$ cat src/rtl/isa_pkg.sv
// isa_pkg: shared run-control state encoding and program-counter defaults
package isa_pkg;

   typedef enum logic [1:0] {IDLE, RUN, HALTED} pc_state_t;

   localparam int PC_W          = 9;
   localparam int PC_START_ADDR = 0;

endpackage

$ cat src/rtl/pc_sequencer.sv
// pc_sequencer: program counter and IDLE/RUN/HALTED run control with a saturating RUN-cycle counter
module pc_sequencer
   import isa_pkg::*;
#(
   parameter int D          = PC_W,
   parameter int START_ADDR = PC_START_ADDR,
   parameter int CW         = 16
) (
   input  logic          Clk,
   input  logic          Reset_n,
   input  logic          start,
   input  logic          stall,
   input  logic          halt,
   input  logic [D-1:0]  target,
   output logic [D-1:0]  prog_addr,
   output logic          running,
   output logic          done,
   output logic [CW-1:0] cycle_cnt
);

   pc_state_t     state_q, state_d;
   logic [D-1:0]  pc_q, pc_d;
   logic [CW-1:0] cnt_q, cnt_d;

   // next state: start (re)launches from IDLE/HALTED; in RUN halt beats stall beats advance
   always_comb begin
      state_d = state_q;
      pc_d    = pc_q;
      cnt_d   = cnt_q;
      case (state_q)
         RUN: begin
            cnt_d = (cnt_q == '1) ? cnt_q : cnt_q + CW'(1);
            if (halt)
               state_d = HALTED;
            else if (!stall)
               pc_d = target;
         end
         default: begin
            if (start) begin
               state_d = RUN;
               pc_d    = D'(START_ADDR);
               cnt_d   = '0;
            end
         end
      endcase
   end

   // state, PC and counter registers; reset aborts any run immediately
   always_ff @(posedge Clk or negedge Reset_n) begin
      if (!Reset_n) begin
         state_q <= IDLE;
         pc_q    <= D'(START_ADDR);
         cnt_q   <= '0;
      end else begin
         state_q <= state_d;
         pc_q    <= pc_d;
         cnt_q   <= cnt_d;
      end
   end

   assign prog_addr = pc_q;
   assign running   = (state_q == RUN);
   assign done      = (state_q == HALTED);
   assign cycle_cnt = cnt_q;

endmodule

$ cat config.mk
export PLATFORM = sky130hd
export DESIGN_NAME = pc_sequencer
export DESIGN_NICKNAME = d
export VERILOG_FILES = /design/src/rtl/isa_pkg.sv /design/src/rtl/pc_sequencer.sv
export SDC_FILE = /design/constraint.sdc
export NUM_CORES = 1
export LEC_CHECK = 0
export CAP_MARGIN = 10
export CORE_MARGIN = 1.5
export CORE_UTILIZATION = 51
export CTS_BUF_LIST = sky130_fd_sc_hd__clkbuf_4
export DETAILED_ROUTE_END_ITERATION = 8
export PLACE_DENSITY_LB_ADDON = 0.25
export SETUP_SLACK_MARGIN = 0.15
export SLEW_MARGIN = 20
export SYNTH_ARGS = -nofsm -noshare
export SYNTH_HDL_FRONTEND = slang
export SYNTH_SLANG_ARGS = --single-unit
$ cat constraint.sdc
create_clock -name Clk -period 5.5 [get_ports Clk]
set_clock_uncertainty 0.15 [all_clocks]
set_input_delay 1.1 -clock Clk [delete_from_list [all_inputs] [get_ports Clk]]
set_output_delay 1.1 -clock Clk [all_outputs]
set_load 0.1 [all_outputs]
# Yosys cells after proc, flatten, opt, wreduce, memory -nomap -nowiden
# Cells that the tools add are included.
# classes
addsub,1
eq_ne,7
muxes,10
reduce_logical,4
# op_table
cell,count
$mux 16,3
$mux 9,4
$add 16x1->16 const B,1
$eq 16x16->1 const B,1
$ne 2x2->1 const B,4
$mux 2,3
$reduce_and 2->1,2
$reduce_and 3->1,1
$eq 2x1->1 const B,1
$eq 2x2->1 const B,1
$reduce_bool 2->1,1
# word_totals
ff_bits,27
input_bits,14
out_inout_bits,27
elab_cells,25

# Logic depth before layout (Yosys ltp)
# depth
depth_word,3
depth_mapped,6
ltp_nobuf,5

# Least setup slack after synthesis
# OpenSTA, ideal clock, no wires.
# synth_timing
kind,register -> output
start,register state_q[0]
end,output done
arrival_time_ps,1642
required_time_ps,4250
setup_slack_ps,2608
stages_incl_launch_ff,2
n_path_buf,0
path_cell_list,dfrtp_1 -> nor2_1
# synth_via
elab_chain_cells,1
# synth_lines
element,line_no,source
from (decl),pc_sequencer.sv:21,"pc_state_t state_q, state_d;"
from (signal assigned),pc_sequencer.sv:55,state_q <= state_d;
$eq 2x2->1,pc_sequencer.sv:63,assign done = (state_q == HALTED);
to (decl),pc_sequencer.sv:17,"output logic done,"
# No other way between the ends.

# Final worst setup path
# layout_timing
start,register state_q[1]
end,output running
# layout_via
elab_chain_cells,1
# layout_lines
element,line_no,source
$eq 2x1->1,pc_sequencer.sv:62,assign running = (state_q == RUN);
to (decl),pc_sequencer.sv:16,"output logic running,"
# No other way between the ends.

==> results.txt <==
The flow ran to the end, and the final reports show no timing, DRC or antenna violations. Startpoint of the worst hold path: prog_addr[7]. H-tree level count: 1. The share of the cycle needed by the critical path after routing is 68.5%, and the complex-gate fraction of the synthesized area is 21.2%. Dominant register cell in the synthesized netlist: sky130_fd_sc_hd__dfrtp_1. The logs give 360 ps for the hold slack and 0 for the count of endpoints failing setup in the final report. Summing the areas of all fa, ha and maj instances in the mapped netlist gives 0.943% of the synthesized area.

In the global route stage, overall resource usage came out at 24.1%. After detailed routing, the average wire length per cell comes to 15.8 um. At the end of routability-driven placement, the weighted congestion stood at 0.904. The area share of and/or/nand/nor cells after synthesis came out at 21.0%. The worst hold path stage count came out at 1. Once the floorplan was initialized, standard cells occupied 53.5% of the core. Counting every instance in the synthesized netlist gives 123.

The tree built by TritonCTS fans out to 27 sinks. Dominant combinational cell family by area after synthesis: compound AO/OA/AOI/OAI gates. The launching element type of the critical path was a flop. After layout, the minimum clock period comes to 3770 ps.

In this run the static leakage power is 0.743 nW. In the global route stage, met1 resource usage came out at 33.1%. For flop-to-flop paths, the worst setup slack is 3360 ps. The buffer depth of the longest clock path came out at 2. The core region is 0.00248 mm^2. At the later pin of the worst-skew pair, clock insertion delay measures 320 ps. Dividing the detail-routed via count by the number of cells gives 6.06.

Horizontal extent of the die: 54.0 um. In the post-synthesis netlist, the biggest area contributors are sky130_fd_sc_hd__dfrtp_1, sky130_fd_sc_hd__a22o_1, sky130_fd_sc_hd__nand2_1, sky130_fd_sc_hd__nor2_1, sky130_fd_sc_hd__mux2i_1. For this run, the number of Yosys warnings is 0.

TritonCTS built the clock tree. The aggregate routed wire length was 3070 um. The tool flagged a number of max-cap violations equal to 0.

After detailed routing, the number of remaining DRC violations is 0. The number of buffer cells added on primary ports is 40, and the number of filler instances in the final layout is 191. The number of detailed-routing iterations run before antenna repair was 4; the synthesized flop and latch total was 27. TritonCTS created 3 clock buffers.

Setup repair after global routing left no endpoint under its margin. The pin slew with the least headroom to its limit was 998 ps. The initial antenna violation count is 0, and the via count of the first global-routing pass is 1135.

The async set-reset flop share out of synthesis is 100%. The commonest cells after synthesis are sky130_fd_sc_hd__dfrtp_1, sky130_fd_sc_hd__nand2_1, sky130_fd_sc_hd__a22o_1, sky130_fd_sc_hd__nor2_1, sky130_fd_sc_hd__nand3_1. Yosys instantiated no cell more often than sky130_fd_sc_hd__dfrtp_1. The total overflow left after global routing is 0.

The first global-routing pass estimated 5120 um of wire. The xor and xnor area share after synthesis is 0%, and the met3 layer usage reported by global route is 3.06%. Once the clock tree was built, the resizer swapped 0 gates to a different size. 0 antenna diodes ended up in the layout. Clock-pin slew on the worst setup and hold paths: 130 ps. The number of cells on the worst reg-to-reg path is 4.

The share of the Yosys chip area taken by registers is 50.9%. For met2 alone, demand over resource in global routing was 39.2%. Of all nets on the critical path, the largest fanout is 15.

The net count of the finished layout was 181; the final worst-path setup slack was 1730 ps. Final-report hold violation count: 0. Clock tree synthesis selected as its root buffer the cell sky130_fd_sc_hd__clkbuf_4. After routing, the total negative slack on setup checks comes to 0 ps. The run gives 0 as the number of pins with negative max-slew slack in the final report. The count of nets left with antenna violations after detail routing came out at 0. The worst setup path is of the flop to primary output kind. Buffers added to address setup during post-CTS repair amount to 0.

Highest-utilization routing layer at the global route stage: met2. Relative to the synthesized area, the layout overhead comes to 34.8%. For this run, the share of the core covered by cells in the final layout is 72.2%. The maximum number of pins on one net before global-route repair was 28; the worst max-slew margin expressed relative to the limit was 33.3%. Each instance of the synthesized netlist takes up on average 10.8 um^2. Proportion of synthesized area in mux cells: 3.11%. 41 I/O pins were placed. The tools report the fmax as 266 MHz.

Cells with a size suffix above 1 make up 8.48% of the layout. The row count was 18; the sum of internal, switching and leakage power was 0.821 mW. Summing over every cut layer, the via total after detailed routing is 1182.

The unique cell type count in the Yosys netlist was 41. In this run the critical register-to-register path is captured at prog_addr[3]. Summing every instance area after synthesis gives 0.00133 mm^2. In this run, post-CTS hold repair placed 0 buffers. In this run the power density over the cells is 459 mW/mm^2.

The tools report the required time at the endpoint of the critical path as 4250 ps. The run gives 37 as the count of routing violations after the opening detailed-route iteration. The HPWL after detailed placement is 2190 um.

The maximum resistive drop on vdd is 480 uV. Floorplan die area: 0.00292 mm^2. The worst register-to-register path begins at state_q[1].

The hold path endpoint is prog_addr[7]. The tightest min-delay check is of the flop to flop type. The die is 54.0 um tall. The endpoint kind of the worst setup timing path is a primary output. The largest total area in the synthesized netlist belongs to sky130_fd_sc_hd__dfrtp_1. The proportion of netlist area held by the largest area contributor was 50.9%; the number of enable-type register cells in the synthesized netlist was 0. The worst setup timing slack at the placement stage was 2110 ps. At the worst endpoint, the arrival time is 2520 ps. The number of nets handed over by synthesis was 138.
worst max-delay path: stages, from the launching register on:
cell                              delay (ps)
sky130_fd_sc_hd__dfrtp_1                 400
sky130_fd_sc_hd__nand2b_1                360
sky130_fd_sc_hd__inv_1                   270
sky130_fd_sc_hd__clkdlybuf4s50_1        1170
cells in the final DEF, fill, tap and decap left out, drive strengths merged, types with 3 or more instances in the layout:
cell,count
clkbuf,4
inv,4
nor2,11
nand3,5
mux2i,3
nand4,5
clkdlybuf4s50,40
o311ai,3
a22o,10
nor3,5
a41oi,3
dfrtp,27
nand2,12
nor4,4
registers in the layout (all words and copies together), names as in the netlist:
name       count
prog_addr      9
cycle_cnt     16
state_q        2
cell type report:
cell class | count | area [um^2] | area share [%]
clock buffers | 4 | 30.0 | 1.68
inverters | 4 | 15.0 | 0.840
multi-input cells | 88 | 614 | 34.4
flip-flops and latches | 27 | 676 | 37.8
well taps | 30 | 37.5 | 2.10
repair buffers | 42 | 415 | 23.2
stage by stage:
step,instances,cell area (um^2)
finish,195,1790
CTS,195,1790
detailed placement,191,1760
floorplan,123,1330
global route,195,1790
global placement,191,1760
routing by layer:
metal	wire [um]	share of wire, %	vias to the layer above
met5	0	0	-
met2	1520	50	37
met3	121	3.9	5
met4	37	1.2	0
met1	1390	45	578
li1	-	-	562
power by group:
part           total [mW]  switching [mW]  internal, mW
Combinational       0.468           0.359         0.109
Clock              0.0888          0.0555        0.0333
Sequential          0.264          0.0302         0.234
worst max-delay path by stage:
stage                     startpoint       to  slack (ps)  cells past startpoint
after floorplan           state_q[0]     done        2610                      1
after global placement    state_q[1]  running        2130                      3
after detailed placement  state_q[1]  running        2110                      3
after CTS                 state_q[1]  running        1730                      3
after global routing      state_q[1]  running        1590                      3
final                     state_q[1]  running        1730                      3
cells by family after synthesis:
logic type      Yosys count
fa+ha+maj                 1
mux                       4
flops                    27
buf+inv                   8
simple gates             50
compound gates           33
(Power assumes the default switching activity.)
